$ cat src/rtl/maze_nav_ctrl.sv
// rtl/maze_nav_ctrl.sv - line-tracking maze navigation FSM with filtered tracker input and turn-record stack
module maze_nav_ctrl #(
  parameter int              START_WAIT  = 100_000_000,
  parameter int              FILT_CYC    = 1000,
  parameter int              LOST_CYC    = 200_000,
  parameter int              TURN_TMO    = 300_000_000,
  parameter int              STACK_DEPTH = 16,
  parameter int              DIST_W      = 20,
  parameter logic [DIST_W-1:0] OBST_DIST = 20'd15
) (
  input  logic                          clk,
  input  logic                          rst,
  input  logic                          enable,
  input  logic [2:0]                    detect,
  input  logic [DIST_W-1:0]             distance,
  output logic [2:0]                    motor_mode,
  output logic [3:0]                    nav_state,
  output logic [$clog2(STACK_DEPTH):0]  stack_cnt,
  output logic                          done,
  output logic                          err
);

  localparam int AW = $clog2(STACK_DEPTH);
  localparam int CW = AW + 1;
  localparam int FW = $clog2(FILT_CYC + 1);

  localparam logic [2:0] M_STOP  = 3'd0;
  localparam logic [2:0] M_FWD   = 3'd1;
  localparam logic [2:0] M_LEFT  = 3'd2;
  localparam logic [2:0] M_RIGHT = 3'd3;
  localparam logic [2:0] M_SPIN  = 3'd4;

  typedef enum logic [3:0] {
    S_IDLE   = 4'd0,
    S_START  = 4'd1,
    S_COUNT  = 4'd2,
    S_FOLLOW = 4'd3,
    S_TURN   = 4'd4,
    S_UTURN  = 4'd5,
    S_RETURN = 4'd6,
    S_HOLD   = 4'd7,
    S_DONE   = 4'd8,
    S_ERROR  = 4'd15
  } state_e;

  state_e          state_q, state_d;
  state_e          ret_q, ret_d;
  logic [1:0]      dir_q, dir_d;
  logic            arm_q, arm_d;
  logic            jdone_q, jdone_d;
  logic [31:0]     tmr_q, tmr_d;
  logic            tmr_run;
  logic [CW-1:0]   cnt_q, cnt_d;
  logic [1:0]      stk_q [STACK_DEPTH];
  logic            stk_we;
  logic [AW-1:0]   stk_widx;
  logic [1:0]      stk_wdata;
  logic [AW-1:0]   top_idx;
  logic [1:0]      top;
  logic            obst;
  logic            full;

  logic [2:0]      raw_q;
  logic [FW-1:0]   hcnt_q;
  logic [2:0]      filt_q;

  logic [2:0]      motor_q, motor_d;
  logic [3:0]      nav_q;
  logic            done_q;
  logic            err_q;

  function automatic logic [2:0] steer(input logic [2:0] f);
    case (f)
      3'b011, 3'b001: steer = M_RIGHT;
      3'b110, 3'b100: steer = M_LEFT;
      default:        steer = M_FWD;
    endcase
  endfunction

  function automatic logic [2:0] dir2motor(input logic [1:0] d);
    case (d)
      2'b00:   dir2motor = M_LEFT;
      2'b01:   dir2motor = M_FWD;
      default: dir2motor = M_RIGHT;
    endcase
  endfunction

  assign obst    = (distance < OBST_DIST);
  assign full    = (cnt_q == CW'(STACK_DEPTH));
  assign top_idx = AW'(cnt_q - 1'b1);
  assign top     = stk_q[top_idx];

  // The filtered value only follows detect after it has been stable for FILT_CYC cycles.
  always_ff @(posedge clk) begin
    if (!rst || !enable) begin
      raw_q  <= 3'b000;
      hcnt_q <= '0;
      filt_q <= 3'b000;
    end else if (detect != raw_q) begin
      raw_q  <= detect;
      hcnt_q <= '0;
    end else if (hcnt_q != FW'(FILT_CYC - 1)) begin
      hcnt_q <= hcnt_q + 1'b1;
    end else begin
      filt_q <= raw_q;
    end
  end

  always_ff @(posedge clk) begin
    if (!rst || !enable) begin
      for (int i = 0; i < STACK_DEPTH; i++) stk_q[i] <= 2'b00;
    end else if (stk_we) begin
      stk_q[stk_widx] <= stk_wdata;
    end
  end

  always_ff @(posedge clk) begin
    if (!rst || !enable) begin
      state_q <= S_IDLE;
      ret_q   <= S_FOLLOW;
      dir_q   <= 2'b00;
      arm_q   <= 1'b0;
      jdone_q <= 1'b0;
      tmr_q   <= '0;
      cnt_q   <= '0;
      motor_q <= M_STOP;
      nav_q   <= 4'd0;
      done_q  <= 1'b0;
      err_q   <= 1'b0;
    end else begin
      state_q <= state_d;
      ret_q   <= ret_d;
      dir_q   <= dir_d;
      arm_q   <= arm_d;
      jdone_q <= jdone_d;
      tmr_q   <= tmr_d;
      cnt_q   <= cnt_d;
      motor_q <= motor_d;
      nav_q   <= state_q;
      done_q  <= (state_q == S_DONE);
      err_q   <= (state_q == S_ERROR);
    end
  end

  always_comb begin
    state_d   = state_q;
    ret_d     = ret_q;
    dir_d     = dir_q;
    arm_d     = arm_q;
    jdone_d   = jdone_q && (filt_q == 3'b111);
    cnt_d     = cnt_q;
    stk_we    = 1'b0;
    stk_widx  = AW'(cnt_q);
    stk_wdata = 2'b00;
    tmr_run   = 1'b0;
    case (state_q)
      S_IDLE:  state_d = S_START;
      S_START: if (filt_q == 3'b010) state_d = S_COUNT;
      S_COUNT: begin
        if (tmr_q == 32'(START_WAIT - 1)) state_d = S_FOLLOW;
        else tmr_run = 1'b1;
      end
      S_FOLLOW, S_RETURN: begin
        if (obst) begin
          ret_d   = state_q;
          state_d = S_HOLD;
        end else if (filt_q == 3'b111) begin
          if (state_q == S_FOLLOW) begin
            if (full) begin
              state_d = S_ERROR;
            end else begin
              stk_we  = 1'b1;
              cnt_d   = cnt_q + 1'b1;
              dir_d   = 2'b00;
              arm_d   = 1'b0;
              state_d = S_TURN;
            end
          end else if (!jdone_q) begin
            // Backtracking: advance the top record to its next branch, or drop it once exhausted.
            if (cnt_q == '0) begin
              state_d = S_ERROR;
            end else if (top < 2'b10) begin
              stk_we    = 1'b1;
              stk_widx  = top_idx;
              stk_wdata = top + 2'b01;
              dir_d     = top + 2'b01;
              arm_d     = (top == 2'b00);
              state_d   = S_TURN;
            end else begin
              cnt_d   = cnt_q - 1'b1;
              jdone_d = 1'b1;
            end
          end
        end else if (filt_q == 3'b101) begin
          state_d = S_DONE;
        end else if (filt_q == 3'b000 && state_q == S_FOLLOW) begin
          if (tmr_q == 32'(LOST_CYC - 1)) begin
            state_d = S_UTURN;
            arm_d   = 1'b0;
          end else begin
            tmr_run = 1'b1;
          end
        end
      end
      S_TURN, S_UTURN: begin
        if (filt_q == 3'b000) arm_d = 1'b1;
        if (arm_q && filt_q == 3'b010) state_d = (state_q == S_TURN) ? S_FOLLOW : S_RETURN;
        else if (tmr_q == 32'(TURN_TMO)) state_d = S_ERROR;
        else tmr_run = 1'b1;
      end
      S_HOLD: if (!obst) state_d = ret_q;
      default: ;
    endcase
    tmr_d = (state_d == state_q && tmr_run) ? tmr_q + 32'd1 : 32'd0;
  end

  always_comb begin
    motor_d = M_STOP;
    case (state_q)
      S_FOLLOW, S_RETURN: motor_d = steer(filt_q);
      S_TURN:             motor_d = dir2motor(dir_q);
      S_UTURN:            motor_d = M_SPIN;
      default:            motor_d = M_STOP;
    endcase
  end

  assign motor_mode = motor_q;
  assign nav_state  = nav_q;
  assign stack_cnt  = cnt_q;
  assign done       = done_q;
  assign err        = err_q;

endmodule
$ cat config.mk
export PLATFORM = sky130hd
export DESIGN_NAME = maze_nav_ctrl
export DESIGN_NICKNAME = d
export VERILOG_FILES = /design/src/rtl/maze_nav_ctrl.sv
export SDC_FILE = /design/constraint.sdc
export NUM_CORES = 1
export LEC_CHECK = 0
export CORE_MARGIN = 3
export CORE_UTILIZATION = 50
export CTS_CLUSTER_SIZE = 40
export DETAILED_ROUTE_END_ITERATION = 8
export PLACE_DENSITY = 0.7
export SYNTH_ARGS = -nofsm -noshare
export SYNTH_HDL_FRONTEND = slang
export SYNTH_SLANG_ARGS = --single-unit
$ cat constraint.sdc
create_clock -name clk -period 5.6 [get_ports clk]
set_input_delay 0.56 -clock clk [delete_from_list [all_inputs] [get_ports clk]]
set_output_delay 0.56 -clock clk [all_outputs]
set_load 0.05 [all_outputs]
Word-level counts from Yosys, hierarchy flattened
Memory sizes are Yosys's and may differ from the RTL's.
Index checks and enable logic that the tools add are counted.
{ "totals": {"inputBits": 26, "memories": 1, "mem_bits_rw": 32, "out_inout_bits": 14, "regBits": 74} }
{ "classes": {"n_mux": 88, "order_cmp": 2, "eq_ne": 37, "n_reduce_logical": 25, "add_sub_neg": 5, "bitwise_logic": 4} }
{ "mem_list": {"columns": ["memory", "words", "word_bits", "read_ports", "rd_clocked_by_memory_dff", "write_ports", "line", "source"], "rows": [
  ["stk_q", 16, 2, 1, 0, 16, "54", "logic [1:0] stk_q [STACK_DEPTH];"]
]} }
{ "op_table": {"columns": ["operator", "count"], "rows": [
  ["2-to-1 mux 4 bit", 23],
  ["2-to-1 mux 1 bit", 40],
  ["adder 32 x 1 -> 32 bit (second input constant)", 1],
  ["== test 32 x 18 -> 1 bit (second input constant)", 1],
  ["== test 32 x 27 -> 1 bit (second input constant)", 1],
  ["== test 32 x 29 -> 1 bit (second input constant)", 1],
  ["2-to-1 mux 2 bit", 13],
  ["2-to-1 mux 5 bit", 5],
  ["case mux 4 bit (6 select lines)", 1],
  ["less-than comparator 20 x 4 -> 1 bit (second input constant)", 1],
  ["== test 4 x 3 -> 1 bit (second input constant)", 4],
  ["!= test 4 bit (second input constant)", 4],
  ["AND reduction 7 bit", 2],
  ["OR reduction 2 bit", 7],
  ["== test 3 bit (second input constant)", 4],
  ["adder 10 x 1 -> 10 bit (second input constant)", 1],
  ["!= test 10 bit (second input constant)", 1],
  ["!= test 2 bit (second input constant)", 5],
  ["AND reduction 10 bit", 1],
  ["!= test 3 bit (second input constant)", 3],
  ["case mux 3 bit (3 select lines)", 1],
  ["== test 4 x 2 -> 1 bit (second input constant)", 2],
  ["== test 4 bit (second input constant)", 2],
  ["case mux 2 bit (2 select lines)", 2],
  ["25 further kinds", 35]
]} }

Depth between registers and ports, before layout
An unclocked memory read counts as a cell.
{ "depth": {"word_depth": 15, "ltp_mapped": 15, "mapped_depth_nobuf": 11} }

Worst setup path after synthesis
OpenSTA, ideal clock, no wires.
{ "synth_timing": {"path_type": "register to register", "from": "register cnt_q[0] (netlist: stack_cnt[0])", "to": "memory stk_q[11][0] (enable)", "path_stages_with_launch": 14, "slack_ns": 1.464, "period_less_slack_ns": 4.136, "required_ns": 5.275, "path_buffers": 5, "arrival_ns": 3.812, "cell_sequence": "dfxtp_1 -> buf_6 -> clkbuf_1 -> inv_1 -> ha_1 -> buf_2 -> mux4_2 -> mux2i_2 -> mux2i_4 -> o21ai_4 -> or4b_1 -> buf_2 -> buf_6 -> o31ai_2"} }
{ "synth_rtl": {"columns": ["element", "line", "source"], "rows": [
  ["start: declaration", "53", "logic [CW-1:0] cnt_q, cnt_d;"],
  ["start signal: assignment", "137", "cnt_q <= cnt_d;"],
  ["end: declaration", "54", null]
]} }

==> summary.md <==
The highest signal layer in the routed design is met4. The total overflow left after global routing is 0. The first-pass GRT wire length is 22000 um, and the number of sinks driven by the clock tree is 106. Each instance of the synthesized netlist takes up on average 9.11 um^2.

Entering global routing, the biggest net connects 33 pins. Met3 layer wire length in the routed design: 816 um. Setup repair after global routing left no endpoint under its margin. The standard-cell row count is 38, and the floorplan die height is 112 um.

Root buffer selected by CTS: clkbuf_16. For the final database, setup skew stands at 0.0124 ns. In this run the deepest clock path goes through 2 buffers. The detailed router put a total of 5770 um of wire on met1. Dividing the detail-routed wire length by the instance count gives 16.7 um.

Yosys mapped a number of flops with a built-in enable equal to 32. The register bit total from synthesis is 106, and the met2 routed wirelength is 6290 um. The flow ran to the end, and the final reports show no timing, DRC or antenna violations. In the finished design, the share of the clock period the worst path needs comes to 82.6%.

The via count of the first global-routing pass is 4488. The synthesized-area fraction occupied by ao, oa, aoi and oai cells was 12.6%; the remaining antenna violation count was 0. The run gives 0 as the count of buffers added by post-CTS timing repair for setup. The run gives 3 as the count of H-tree levels built during CTS.

For this run, design rule violations remaining after detail routing come to 0. The number of vias per cell after detailed routing is 6.00, and the multiplexer share of the synthesized area is 5.89%. Traced cell by cell, the critical path runs through inv_1 > ha_1 > mux4_2 > mux2i_2 > mux2i_4 > o21ai_4 > or4b_1 > o31ai_1. The startpoint-to-endpoint class of the critical path is reg2reg.

At the end of the flow the core is filled with cells to 58.3%. The CTS buffer count came out at 9. The maximum cell stage delay along the critical path was 0.86 ns; the worst setup timing slack at the placement stage was 0.965 ns. For the initial antenna violation count, the log shows 0. Setup TNS: 0 ns. For this design, the slowest cell found on the critical path is or4b_1. The element type at the critical path start is a register. The run gives 0 as the number of buffers inserted by hold repair at cts.

In the final layout, the share of cells above drive strength 1 is 6.65%. Across the run, the number of max-cap violations was 0. STA puts the critical path data arrival time at 4.64 ns.

For the worst setup path, the data required time is 5.62 ns. After the last flow step, the layout net total stands at 676. IR analysis of the VDD net gives a maximum drop of 184 uV.

The total inserted antenna cells came out at 0. The detailed router finished its first iteration with 500 violations. At the pin with the least slew margin, the transition time is 1.08 ns. Broken down by cell family, the worst path's largest delay share belongs to simple AND/OR/NAND/NOR gates. Leading register cell type out of synthesis: dfxtp_1.

The mapped cell area was 5630 um^2; the yosys synthesis warning count was 0. Weighted congestion reported at the end of routability-driven placement: 0.875. The distinct cell type count after synthesis is 62. The top fanout value on the critical path works out to 24. In this run, post-CTS repair resized a total of 0 instances. Headroom to the max-slew limit came out at 26.8%. The pre-antenna-repair detailed-routing pass consisted of 5 iterations. The top achievable clock speed was 216 MHz. For this run, the total global-route usage over all layers was measured as 21.6%. The buffer and inverter count on the worst path was 1; the die area was 12600 um^2.

Post-synthesis async set-or-reset flop share: 0%. The run gives 40 as the number of top-level design ports. The basic-gate share of the synthesized area counting and, or, nand and nor cells is 25.4%, and the number of pins exceeding their max-slew limit in the final report is 0. After clock tree synthesis, the clock-pin slew on the worst setup and hold paths is 0.07 ns. The sequential-to-total area share from yosys stat is 43.4%.

The completed layout was analyzed and its total power is 0.00147 W. For the worst-skew pair, the clock arrives at the later sink with an insertion delay of 0.36 ns. The run gives 4719 as the via count of the routed design.

The leakage power is 2.00 nW, and the total power per unit cell area is 231 nW/um^2. In this run the worst hold path is classified as reg2reg. The logs give 9420 um for the final HPWL from detailed placement and 0 for the number of hold violations in the final report.

The core footprint came out at 10900 um^2. Compared with the post-synthesis result, the final layout area differs by 13.3%. The minimum setup slack in the final design is 0.974 ns, and the die span in x is 112 um. STA classifies the critical path endpoint as a register.

Input and output buffers added on the ports amount to 39. TritonCTS built the clock tree. The net count after synthesis is 652, and the post-route minimum period is 4.63 ns. The share of synthesized cell area in full adder, half adder and majority cells was 1.78%.

The initial standard-cell utilization of the core is 51.5%. Dominant combinational cell family by area after synthesis: simple AND/OR/NAND/NOR gates. Xor and xnor area share after synthesis: 6.83%. Synthesis produced 618 cells. After detailed routing, the total wire length is 13100 um. The total of endpoints with negative setup slack in the final report was 0.
## final timing paths
path	startpoint	end	slack (ns)	cells past startpoint
hold reg to reg	ret_q[1]	ret_q[1]	0.45	1
setup / recovery	stack_cnt[0]	stk_q[8][0]	0.97	8
hold / removal	ret_q[1]	ret_q[1]	0.45	1
setup reg to reg	stack_cnt[0]	stk_q[8][0]	0.97	8
## state kept, by name (all words and copies together), names as in the netlist, 2 cells and up
name	count
filt_q	3
hcnt_q	10
motor_mode	3
ret_q	4
state_q	4
nav_state	4
dir_q	2
raw_q	3
stk_q	32
tmr_q	32
stack_cnt	5
## logic make-up after synthesis
kind of cell | Yosys count
xor gates and xnor gates | 43
buffers and inverters | 51
adders and majority gates | 8
AOI/OAI and AO/OA | 105
DFF | 106
and+or+nand+nor | 284
muxes | 21
## area by class of cell
cell class / count / area (um^2)
Fill cell: 969 / 4560
Multi-Input combinational cell: 461 / 2970
Sequential cell: 106 / 2440
Timing Repair Buffer: 44 / 428
Clock buffer: 9 / 225
Tap cell: 140 / 175
Inverter: 20 / 75.1
Clock inverter: 7 / 61.3
## routing by layer
layer | GRT usage, % | up-vias
li1 | - | 2322
met2 | 34.9 | 159
met3 | 6.31 | 24
met5 | 0 | -
met4 | 6.57 | 0
met1 | 28.1 | 2214
## power by group
part	internal (W)	leakage (nW)	switching [W]	total, W
logic	0.0000298	0.932	0.0000262	0.0000560
registers	0.000802	0.945	0.00000601	0.000808
clock network	0.000307	0.127	0.000299	0.000606
## synthesized netlist by cell type (4+ instances only)
| master | number | share of area (%) |
|---|---|---|
| o31ai_1 | 15 | 2.0 |
| o31ai_2 | 4 | 0.89 |
| nand2_1 | 43 | 2.9 |
| a31oi_1 | 6 | 0.67 |
| xnor2_1 | 25 | 3.9 |
| and3_1 | 15 | 1.7 |
| mux4_2 | 8 | 3.2 |
| o21ai_0 | 14 | 1.2 |
| a211oi_1 | 9 | 1.2 |
| edfxtp_1 | 32 | 17 |
| nand4_1 | 15 | 1.7 |
| o21ai_1 | 12 | 1.1 |
| xor2_1 | 17 | 2.6 |
| ha_1 | 8 | 1.8 |
| nand3_1 | 21 | 1.9 |
| clkbuf_1 | 15 | 1.0 |
| inv_1 | 19 | 1.3 |
| dfxtp_1 | 74 | 26 |
| nor2_1 | 81 | 5.4 |
| mux2i_1 | 9 | 1.6 |
| or3_1 | 5 | 0.56 |
| nand2b_1 | 4 | 0.44 |
| buf_2 | 10 | 0.89 |
| nor3_1 | 47 | 4.2 |
| nor4_1 | 19 | 2.1 |
| o211ai_1 | 4 | 0.53 |
| a21oi_1 | 21 | 1.9 |
| and2_1 | 9 | 1.0 |
## per-stage QoR
stage | hold slack (ns) | cells | instance area (um^2)
final | 0.452 | 787 | 6380
after global routing | 0.488 | 787 | 6380
after CTS | 0.449 | 787 | 6380
after detailed placement | 0.432 | 771 | 6090
after global placement | 0.422 | 771 | 6090
after floorplan | 0.406 | 618 | 5630
## worst register-to-register path, stage by stage (launching register included)
cell,delay [ns]
dfxtp_1,0.85
inv_1,0.32
ha_1,0.69
mux4_2,0.41
mux2i_2,0.25
mux2i_4,0.17
o21ai_4,0.26
or4b_1,0.86
o31ai_1,0.49
## cells in the final DEF (no fill, tap or decap), types with 3 or more instances in the layout
| cell | count |
|---|---|
| nand3_1 | 21 |
| o211ai_1 | 4 |
| o31ai_1 | 14 |
| o21ai_0 | 14 |
| o21a_1 | 3 |
| nor3_1 | 47 |
| clkdlybuf4s50_1 | 39 |
| a211oi_1 | 9 |
| nand2_1 | 43 |
| nand2b_1 | 4 |
| mux2i_1 | 9 |
| clkbuf_16 | 9 |
| a21oi_1 | 21 |
| and4_1 | 3 |
| edfxtp_1 | 32 |
| and2_1 | 9 |
| nor3b_1 | 3 |
| ha_1 | 8 |
| nor2_1 | 81 |
| nand4_1 | 15 |
| dfxtp_1 | 74 |
| o31ai_2 | 4 |
| and3_1 | 15 |
| mux4_2 | 8 |
| nor4_1 | 19 |
| nor2b_1 | 3 |
| a31oi_1 | 6 |
| clkinvlp_4 | 3 |
| buf_4 | 5 |
| or3_1 | 5 |
| o21ai_1 | 12 |
| xnor2_1 | 25 |
| inv_1 | 19 |
| nand4b_1 | 3 |
| xor2_1 | 17 |
(Power assumes the default switching activity.)
